File: config.mk
export PLATFORM = sky130hd
export DESIGN_NAME = dmem_arbiter
export DESIGN_NICKNAME = d
export VERILOG_FILES = /design/src/rtl/dmem_arbiter.sv
export SDC_FILE = /design/constraint.sdc
export NUM_CORES = 1
export LEC_CHECK = 0
export ABC_AREA = 1
export ABC_CLOCK_PERIOD_IN_PS = 1900
export BUFFER_PORTS_ARGS = -buffer_cell sky130_fd_sc_hd__clkbuf_2
export CORE_AREA = 2 2 62 122
export DETAILED_ROUTE_END_ITERATION = 10
export DIE_AREA = 0 0 64 124
export SLEW_MARGIN = 20
export SYNTH_ARGS = -nofsm -noshare
export SYNTH_HDL_FRONTEND = slang
export SYNTH_SLANG_ARGS = --single-unit
File: constraint.sdc
create_clock -name clk -period 1.9 [get_ports clk]
set_input_delay 0.19 -clock clk [delete_from_list [all_inputs] [get_ports clk]]
set_output_delay 0.19 -clock clk [all_outputs]
set_load 0.01 [all_outputs]
File: src/rtl/dmem_arbiter.sv
// Arbitrates the single-port data memory between the pipeline MEM stage (P) and an
// external loader/debug port (E). Define DMEM_ARB_STATS_EN to add the statistics counters.
module dmem_arbiter #(
  parameter int ADDR_WIDTH   = 8,
  parameter int DATA_WIDTH   = 8,
  parameter int MEM_LATENCY  = 2,
  parameter int STARVE_LIMIT = 4
) (
  input  logic                  clk,
  input  logic                  rst,
  input  logic                  pipe_req,
  input  logic                  pipe_we,
  input  logic [ADDR_WIDTH-1:0] pipe_addr,
  input  logic [DATA_WIDTH-1:0] pipe_wdata,
  output logic [DATA_WIDTH-1:0] pipe_rdata,
  output logic                  pipe_stall,
  input  logic                  ext_req,
  input  logic                  ext_we,
  input  logic [ADDR_WIDTH-1:0] ext_addr,
  input  logic [DATA_WIDTH-1:0] ext_wdata,
  output logic [DATA_WIDTH-1:0] ext_rdata,
  output logic                  ext_ack,
  output logic [ADDR_WIDTH-1:0] mem_addr,
  output logic [DATA_WIDTH-1:0] mem_wdata,
  output logic                  mem_read,
  output logic                  mem_write,
`ifdef DMEM_ARB_STATS_EN
  output logic [15:0]           stat_stall_cnt,
  output logic [15:0]           stat_ext_grants,
`endif
  input  logic [DATA_WIDTH-1:0] mem_rdata
);

  localparam logic [1:0] IDLE   = 2'd0;
  localparam logic [1:0] ACCESS = 2'd1;
  localparam logic [1:0] DONE   = 2'd2;

  localparam int LAT_W = (MEM_LATENCY > 1) ? $clog2(MEM_LATENCY) : 1;
  localparam int STV_W = $clog2(STARVE_LIMIT + 1);
  localparam logic [LAT_W-1:0] LAT_INIT = LAT_W'(MEM_LATENCY - 1);
  localparam logic [STV_W-1:0] STV_MAX  = STV_W'(STARVE_LIMIT);

  logic [1:0]       state;
  logic             owner_ext;
  logic             acc_we;
  logic [LAT_W-1:0] lat_cnt;
  logic [STV_W-1:0] starve_cnt;
  logic             grant_ext;
  logic             last_access;

  assign grant_ext   = ext_req & (~pipe_req | (starve_cnt == STV_MAX));
  assign last_access = (state == ACCESS) && (lat_cnt == '0);

  // NOTE: strobes are decoded from registered state rather than registered themselves,
  // so they drop the moment rst asserts and a write aborted before its last cycle never fires.
  assign mem_read   = (state == ACCESS) & ~acc_we;
  assign mem_write  = last_access & acc_we;
  assign ext_ack    = (state == DONE) & owner_ext;
  assign pipe_stall = pipe_req & ~((state == DONE) & ~owner_ext);

  // NOTE: every register here uses non-blocking assignment so all updates see pre-edge values.
  always_ff @(posedge clk or posedge rst) begin
    if (rst) begin
      state      <= IDLE;
      owner_ext  <= 1'b0;
      acc_we     <= 1'b0;
      lat_cnt    <= '0;
      starve_cnt <= '0;
      mem_addr   <= '0;
      mem_wdata  <= '0;
      pipe_rdata <= '0;
      ext_rdata  <= '0;
    end else begin
      case (state)
        IDLE: begin
          if (pipe_req | ext_req) begin
            owner_ext <= grant_ext;
            acc_we    <= grant_ext ? ext_we    : pipe_we;
            mem_addr  <= grant_ext ? ext_addr  : pipe_addr;
            mem_wdata <= grant_ext ? ext_wdata : pipe_wdata;
            lat_cnt   <= LAT_INIT;
            state     <= ACCESS;
            if (grant_ext) begin
              starve_cnt <= '0;
            end else if (ext_req && (starve_cnt != STV_MAX)) begin
              starve_cnt <= starve_cnt + 1'b1;
            end
          end
        end
        ACCESS: begin
          if (!last_access) begin
            lat_cnt <= lat_cnt - 1'b1;
          end else begin
            if (!acc_we) begin
              if (owner_ext) ext_rdata  <= mem_rdata;
              else           pipe_rdata <= mem_rdata;
            end
            state <= DONE;
          end
        end
        DONE:    state <= IDLE;
        default: state <= IDLE;
      endcase
    end
  end

`ifdef DMEM_ARB_STATS_EN
  always_ff @(posedge clk or posedge rst) begin
    if (rst) begin
      stat_stall_cnt  <= '0;
      stat_ext_grants <= '0;
    end else begin
      if (pipe_stall) stat_stall_cnt <= stat_stall_cnt + 16'd1;
      if ((state == IDLE) && grant_ext) stat_ext_grants <= stat_ext_grants + 16'd1;
    end
  end
`endif

endmodule
* Yosys cells after proc, flatten, opt, wreduce, memory -nomap -nowiden
Cells that the tools add are included.
Operators by class: $add $sub $neg 2, $mul 0, div/mod/pow operators 0, order comparisons 0, eq/ne operators 7, shifts and indexed selects 0, multiplexer cells 11, bitwise logic cells 13, reductions and logical operators 11
Operators with widths (count):
- $mux W8 | 2
- $reduce_and A4 Y1 | 2
- $and A1 B1 Y1 | 6
- $mux W3 | 2
- $ne A2 B2 Y1 const B | 3
- $reduce_and A3 Y1 | 2
- $not A1 Y1 | 5
- $mux W2 | 2
- $pmux W2 S2 | 1
- $reduce_and A2 Y1 | 2
- $reduce_bool A2 Y1 | 2
- $add A3 B1 Y3 const B | 1
- $eq A3 B3 Y1 const B | 1
- $mux W1 | 3
- $ne A3 B3 Y1 const B | 1
- $eq A2 B1 Y1 const B | 1
- $eq A2 B2 Y1 const B | 1
- $logic_and A1 B1 Y1 | 2
- $logic_not A2 Y1 | 1
- $or A1 B1 Y1 | 2
- $pmux W1 S2 | 1
- $sub A1 B1 Y1 const B | 1
Storage, ports and cells: register bits after elaboration 40, bits in latches 0, bits in writable memories 0, memory bits (read-only) 0, bits of input ports 46, output and inout port bits 36, logic and storage cells 53, memories kept 0

* Depth between registers and ports, before layout
Gate-level depths: netlist of the first run.
word-level depth 5, mapped depth 9, mapped depth without buffers 8

* Least setup slack after synthesis of the first run
No wires, ideal clock.
path type reg-to-reg, start point register starve_cnt[0], end point register acc_we, library setup time 117 ps, arrival time 1142 ps, required time 1783 ps, path slack 641 ps, cell stages (with the launch flop) 10, path buffers 1, period minus slack after synthesis 1259 ps, cells stage by stage dfrtp_1 > inv_1 > ha_1 > nand2_1 > nand2_4 > nand2_4 > buf_4 > nand2_1 > nand3_1 > nand2_1
On the way: longest elaborated chain between the ends 4
RTL lines:
- start: declaration | RTL line 47 | logic [STV_W-1:0] starve_cnt;
- start signal: assignment | RTL line 86 | starve_cnt <= starve_cnt + 1'b1;
- $eq A3 B3 Y1 | RTL line 51 | assign grant_ext = ext_req & (~pipe_req | (starve_cnt == STV_MAX));
- $or A1 B1 Y1 | RTL line 51
- $and A1 B1 Y1 | RTL line 51
- $mux W1 | RTL line 78 | acc_we <= grant_ext ? ext_we : pipe_we;
- end signal: assignment | RTL line 78
- end: declaration | RTL line 45 | logic acc_we;
No other way between the ends. A chain may end at the register's enable or synchronous reset.

* Worst setup path after layout of the first run
start point register acc_we, end point output port mem_write
On the way: longest elaborated chain between the ends 1
RTL lines:
- $and A1 B1 Y1 | RTL line 57 | assign mem_write = last_access & acc_we;
- end: declaration | RTL line 26 | output logic mem_write,
No other way between the ends.

==> key figures, run 1 <==
Clock tree
  – Setup Fix Bufs, Post-CTS: 0
  – H-tree depth: 2
  – Clk slew on worst S/H paths: about 0.060 ns
  – Later-pin clock latency in the skew report: between 0.2 and 0.3 ns
  – Hold buffer count at cts: 1
  – Num CTS Buffers: 5
  – Post-CTS Resized: 0
  – CTS tree: done
  – Root buffer cell: clkbuf_16
  – Bufs on Longest Clock Path: 2
  – Clock Sinks: 40

STA
  – Maximum clock rate: around 0.64 GHz
  – Post-route minimum period: 1.56 ns
  – Clock skew: around 0.0083 ns
  – Fin crit share: between 80% and 90%
  – Max-slew violations: 0
  – Actual slew at the worst max-slew pin: 0.826 ns
  – Final setup vio count: 0
  – Final Hold Vio Count: 0
  – Fin worst setup slack: approximately 0.34 ns
  – RSZ-0062 raised after global routing: no
  – Final setup TNS: 0 ns
  – Max_slew headroom: between 40% and 50%

Critical path
  – Worst R2R Path Depth: 5
  – Critical path class: flip-flop to output pin
  – FF-to-FF Start: state[0]$_DFFE_PP0P_
  – Reg-to-Reg End: mem_addr[7]$_DFFE_PP0P_
  – Crit-path max cell delay: ~0.4 ns
  – Required arrival time at the worst endpoint: around 1.7 ns
  – Reg-to-reg slack, setup: ~0.39 ns
  – Crit. End Element: output pin
  – Crit-path max FO: 10
  – Critical path launch point type: flip-flop
  – Max stage delay cell, worst path: dfrtp_1
  – Crit path DAT: roughly 1.4 ns
  – Critical-path cell list: clkinv_1 -> nor3_1 -> clkbuf_2

Layout
  – Reg area: between 0.001 and 0.0015 mm2
  – Commonest non-fill, non-tap cells in the layout: 91 x nand2_1, 81 x clkbuf_2, 44 x nand3_1, 41 x inv_1, 40 x dfrtp_1
  – Ant diodes: 0
  – Area of the multi-input gates: ~780 um2
  – NumNets Final: ~390
  – Leading cell type in the layout, fill and taps excluded: nand2_1
  – Finished Layout Cells: between 400 and 500
  – Fillers: roughly 740
  – Area growth syn-to-layout: 31.2%
  – Ratio of cells with drive above 1 in the final layout: between 20% and 30%

Yosys
  – Register area share after synthesis: ~49%
  – Post-synth ARST share: 100%
  – Syn Area/Cell: 7.78 um2
  – Cell Area, Synth: about 0.0020 mm2
  – Post-Synthesis Cells: between 200 and 300
  – Adder-Cell Fraction of Synth Area: 1.23%
  – Synth Area in Compound Gates: ~1.8%
  – Yosys warns: 0
  – Cell variety after synth: 25
  – Post-synth EDFFs: 0
  – Number of synthesized register bits: 40
  – Main synth FF type: dfrtp_1
  – Largest family of logic cells by synthesized area: simple AND/OR/NAND/NOR gates
  – Post-synthesis mux area share: 0%
  – Simple-gate share of the synthesized area: a little over a third
  – Post-Synth XOR/XNOR Area: 0.432%
  – Syn_nets: between 300 and 400

Route
  – Routed vias: approximately 1,900
  – Post-DR vias/cell: roughly 4.4
  – Post-DRT Antenna Nets: 0
  – Routed length per instance: roughly 12 um
  – Final WL: around 5100 um
  – DR pass1 iterations: 4
  – DR DRC count: 0
  – Iteration-0 DRC Markers: 54

Floorplanning
  – Die area: 0.00794 mm2
  – DIE WIDTH: approximately 64 um
  – Initial Utilization: between 20 and 30%
  – Number of core rows: 43
  – # IOs: 82
  – Core Footprint: roughly 0.0069 mm2
  – Die height: 124 um

Hold path
  – Hold depth: 3
  – Hold_sp: mem_rdata[6]
  – Worst hold endpoint: ext_rdata[6]$_DFFE_PP0P_
  – Worst hold path class: input port to flip-flop

Placed design
  – Placed cells: between 400 and 500
  – HPWL Detailed: about 4000 um
  – Gp weighted congestion: 0.737
  – Pre-CTS setup slack: 0.171 ns
  – Port Buffers: 81

Global routing
  – Largest net degree at the start of global routing: 25
  – Overall routing resource usage: between 10 and 15%
  – Vias in the first global route: ~1,900
  – Initial antenna violation count: 0
  – First-pass GRT wire length: 8230 um
  – GRT overflow: 0

Power
  – PwrDens: between 1500 and 2000 mW/mm2
  – Lkg Pwr: about 1.6 nW
  – Total power: just over 4 mW
  – Peak VDD IR: between 0.0005 and 0.0006 V

Flow run
  – Max-cap violations: 0

Outcome
  – Outcome: complete, no violations
[registers in the layout (all words and copies together) (netlist names)]
name	flops
starve_cnt	3
mem_wdata	8
state	2
pipe_rdata	8
ext_rdata	8
owner_ext	1
mem_addr	8
lat_cnt	1
acc_we	1
[worst max-delay path by stage]
stage                               from                   endpoint  slack [ns]  depth (start not counted)
2_1_floorplan  starve_cnt[0]$_DFFE_PP0P_         acc_we$_DFFE_PP0P_        0.64                          9
3_3_place_gp                    pipe_req    mem_addr[2]$_DFFE_PP0P_        0.29                          5
3_5_place_dp                    pipe_req    mem_addr[7]$_DFFE_PP0P_        0.17                          5
4_1_cts               acc_we$_DFFE_PP0P_                  mem_write        0.34                          3
5_1_grt             state[1]$_DFFE_PP0P_  pipe_rdata[4]$_DFFE_PP0P_        0.23                          6
6_report              acc_we$_DFFE_PP0P_                  mem_write        0.34                          3
[layout make-up]
| class | instances | share of cell area, % |
|---|---|---|
| multi-input combinational | 166 | 29.2 |
| inverter | 45 | 6.34 |
| tap | 90 | 4.23 |
| clock buffer | 7 | 5.73 |
| sequential | 40 | 37.6 |
| timing repair buffer | 85 | 16.9 |
[routing by layer]
| metal | part of all wire (%) | vias up | GRT usage [%] |
|---|---|---|---|
| met5 | 0 | - | 0 |
| met1 | 38 | 876 | 13.9 |
| met2 | 55 | 57 | 25.5 |
| met4 | 2.3 | 0 | 7.34 |
| li1 | - | 975 | - |
| met3 | 4.6 | 6 | 2.08 |
[Yosys cell counts, types with 3 or more instances]
cell type  number  area, um2
nand2_1        91        342
dfrtp_1        40       1000
nor3_1          3       15.0
buf_4           4       30.0
nor2_1          3       11.3
nand4_1         8       50.1
buf_2           3       15.0
inv_1          42        158
nand3_1        44        220
[logic make-up (layout without fill, tap and decap cells)]
| group | after synthesis | count (layout) |
|---|---|---|
| AND/OR/NAND/NOR | 157 | 157 |
| buffers and inverters | 55 | 137 |
| flip-flops | 40 | 40 |
| AO/OA/AOI/OAI | 6 | 6 |
| adder cells (fa/ha/maj) | 2 | 2 |
| XOR/XNOR | 1 | 1 |
[where the power goes]
part | internal [mW] | total (mW) | leakage (nW) | switching (mW)
Sequential | 1.28 | 1.56 | 0.490 | 0.278
Clock | 0.551 | 0.863 | 0.0760 | 0.313
Combinational | 0.622 | 1.65 | 1.03 | 1.03
[per-stage QoR]
| step | util, % | area [um2] | hold slack (ns) |
|---|---|---|---|
| final | 38.4 | 2660 | 0.169 |
| after global routing | 38.4 | 2660 | 0.161 |
| after CTS | 38.4 | 2660 | 0.161 |
| after detailed placement | 36.0 | 2500 | 0.223 |
| after global placement | 36.0 | 2500 | 0.219 |
| after floorplan | - | 2030 | 0.335 |
[worst max-delay path: cells and delay by family, from the launching register on]
kind	cells	cell delay [ns]
buffers and inverters	2	0.42
DFF	1	0.40
and+or+nand+nor	1	0.27
Power figures use the tool's default switching activity.
==> inputs of run 2 (changes only) <==
ABC_AREA = 0   (was 1)
ABC_CLOCK_PERIOD_IN_PS = 1400   (was 1900)
CORE_AREA = 2 2 59 117   (was 2 2 62 122)
DIE_AREA = 0 0 61 119   (was 0 0 64 124)
clock period = 1.4 ns   (was 1.9 ns; I/O delays follow)
==> key figures, run 2 <==
Outcome
  – Outcome: finished, violations left
  – Violated checks: setup timing

Placed design
  – Pre-CTS setup slack: -0.0237 ns
  – Port Buffers: just over 80
  – Placed cells: ~360
  – Gp weighted congestion: a little over 0.8
  – HPWL Detailed: between 3000 and 4000 um

STA
  – Max-slew violations: 0
  – Max_slew headroom: a little under three quarters
  – Actual slew at the worst max-slew pin: around 0.43 ns
  – RSZ-0062 raised after global routing: yes
  – Post-route minimum period: 1.50 ns
  – Fin worst setup slack: -0.104 ns
  – Final setup vio count: 18
  – Clock skew: ~0.0087 ns
  – Final Hold Vio Count: 0
  – Maximum clock rate: approximately 0.67 GHz
  – Fin crit share: 107%

Yosys
  – Largest family of logic cells by synthesized area: compound AO/OA/AOI/OAI gates
  – Yosys warns: 0
  – Number of synthesized register bits: 40
  – Simple-gate share of the synthesized area: between 10% and 20%
  – Dominant cells by area after synthesis: dfrtp_1 53%, mux2_2 9.6%, a31oi_1 5.7%
  – Cell variety after synth: 29
  – Register area share after synthesis: between 50% and 60%
  – Synth top area share: 53.3%
  – Top cells by count, synth: 40 x dfrtp_1, 19 x o21ai_0, 18 x nand3_1
  – Most common cell in the netlist: dfrtp_1
  – Main synth FF type: dfrtp_1
  – Post-synthesis mux area share: between 10% and 20%
  – Adder-Cell Fraction of Synth Area: ~1.3%
  – Syn Area/Cell: 10.7 um2
  – Post-Synth XOR/XNOR Area: 0%
  – Synth Area in Compound Gates: 18.5%
  – Area leader, netlist: dfrtp_1
  – Post-synth ARST share: between 90% and 100%
  – Cell Area, Synth: about 0.0019 mm2
  – Syn_nets: 223
  – Post-Synthesis Cells: around 180
  – Post-synth EDFFs: 0

Layout
  – Commonest non-fill, non-tap cells in the layout: 78 x clkbuf_2, 39 x dfrtp_1, 26 x buf_4, 18 x nand3_1, 18 x o21ai_0
  – Finished Layout Cells: between 300 and 400
  – Leading cell type in the layout, fill and taps excluded: clkbuf_2
  – Ant diodes: 0
  – NumNets Final: around 330
  – Ratio of cells with drive above 1 in the final layout: 53.8%
  – Area growth syn-to-layout: 54.5%

Floorplanning
  – Die height: about 120 um
  – DIE WIDTH: around 61 um
  – Die area: slightly above 0.007 mm2
  – # IOs: 82
  – Number of core rows: 42
  – Core Footprint: between 0.006 and 0.007 mm2
  – Initial Utilization: approximately 29%

Route
  – Top sig layer: met4
  – DR DRC count: 0
  – DR pass1 iterations: 4
  – Met3 WL post-DR: between 300 and 400 um
  – Routed wl met2: 2620 um
  – Routed vias: about 1,800
  – Post-DRT Antenna Nets: 0
  – Iteration-0 DRC Markers: between 50 and 60
  – Post-DR vias/cell: 4.70
  – Final WL: slightly below 5000 um
  – Routed length per instance: around 13 um
  – Wire length on met1: around 1900 um

Clock tree
  – CTS tree: done
  – Clk slew on worst S/H paths: about 0.06 ns
  – H-tree depth: 2
  – Clock Sinks: 40
  – Bufs on Longest Clock Path: 2
  – Root buffer cell: clkbuf_16
  – Num CTS Buffers: 5
  – Later-pin clock latency in the skew report: between 0.2 and 0.3 ns

Global routing
  – Largest net degree at the start of global routing: 20
  – Overall routing resource usage: 15.1%
  – Vias in the first global route: roughly 1,900
  – GRT overflow: 0
  – First-pass GRT wire length: about 8400 um
  – Initial antenna violation count: 0

Power
  – PwrDens: ~2200 mW/mm2
  – Lkg Pwr: between 1 and 1.5 nW
  – Peak VDD IR: 0.000820 V

Critical path
  – Crit-path max FO: 5
  – Crit-path max cell delay: ~0.40 ns
  – Reg-to-Reg End: pipe_rdata[2]$_DFFE_PP0P_
  – Worst R2R Path Depth: 5
  – Crit path DAT: between 1 and 1.5 ns
  – Critical path launch point type: flip-flop
  – FF-to-FF Start: state[1]$_DFFE_PP0P_
  – Required arrival time at the worst endpoint: ~1.3 ns
  – Reg-to-reg slack, setup: -0.05 ns
  – Crit path top cell by count: buf_6
  – Critical path class: flip-flop to output pin
  – Max stage delay cell, worst path: dfrtp_1
  – Critical-path cell list: buf_6 -> nor3b_4 -> buf_4 -> and2_4 -> buf_6
  – Crit. End Element: output pin

Hold path
  – Worst hold endpoint: mem_addr[4]$_DFFE_PP0P_
  – Hold_sp: pipe_addr[4]
  – Hold depth: 3
  – Worst hold path class: input port to flip-flop

Flow run
  – Max-cap violations: 0
[run 2: changes by cell type after synthesis, sizes merged, moves of 8 or more]
| cell | delta |
|---|---|
| nand3 | -26 |
| mux2 | +16 |
| a21oi | +16 |
| inv | -38 |
| nand4 | -8 |
| a31oi | +17 |
| nand2 | -89 |
| clkbuf | +9 |
| o21ai | +16 |
[run 2: how the worst max path moves through the flow]
stage                         startpoint                   endpoint  slack, ns
6_report            state[1]$_DFFE_PP0P_                  mem_write      -0.10
5_1_grt             state[1]$_DFFE_PP0P_                  mem_write      -0.15
4_1_cts             state[1]$_DFFE_PP0P_                  mem_write      -0.12
3_5_place_dp   starve_cnt[1]$_DFFE_PP0P_    mem_addr[7]$_DFFE_PP0P_      -0.02
3_3_place_gp        state[0]$_DFFE_PP0P_   ext_rdata[7]$_DFFE_PP0P_       0.04
2_1_floorplan       state[1]$_DFFE_PP0P_  pipe_rdata[0]$_DFFE_PP0P_      -0.02
[run 2: critical path, delay by kind of cell, from the launching register on]
| kind | cells | cell delay (ns) |
|---|---|---|
| buffers and inverters | 3 | 0.37 |
| flip-flops | 1 | 0.40 |
| AND/OR/NAND/NOR | 2 | 0.32 |
[run 2: area by class of cell]
| cell class | count | area, um2 |
|---|---|---|
| clock buffer | 7 | 153 |
| clock inverter | 1 | 30.0 |
| fill | 638 | 3560 |
| inverter | 6 | 22.5 |
| multi-input combinational | 116 | 871 |
| sequential | 40 | 1000 |
| tap | 88 | 110 |
| timing repair buffer | 116 | 713 |
[run 2: routing by layer]
metal / vias to the layer above / track usage [%]
li1: 856 / -
met1: 833 / 17.5
met2: 62 / 25.6
met3: 5 / 4.34
met4: 0 / 4.76
met5: - / 0
[run 2: cells by family after synthesis]
logic type / count (synthesis)
fa+ha+maj: 2
simple gates: 37
buf+inv: 19
flops: 40
mux: 17
compound gates: 60
[run 2: through the flow]
stage	utilization, %	power, mW	hold slack, ns	TNS [ns]	instance area [um2]
floorplan	-	3.50	0.290	-0.199	1880
global placement	39.1	4.60	0.0898	0	2530
detailed placement	39.1	4.67	0.0975	-0.143	2530
CTS	43.5	6.33	0.103	-0.703	2810
global route	44.9	6.90	0.115	-1.86	2900
finish	44.9	6.42	0.108	-0.747	2900
[run 2: where the power goes]
part / leakage [nW] / internal [mW] / switching [mW]
logic: 0.841 / 1.58 / 1.35
registers: 0.467 / 1.74 / 0.381
clock network: 0.0901 / 0.938 / 0.435
total: 1.40 / 4.25 / 2.17
[run 2: repair_timing]
item	4_1_cts	5_1_grt
setup endpoints to repair	19	38
buffers inserted	6	3
endpoints found under the hold margin	11	0
resized for setup	13	19
pin swaps	3	5
hold buffers	1	0
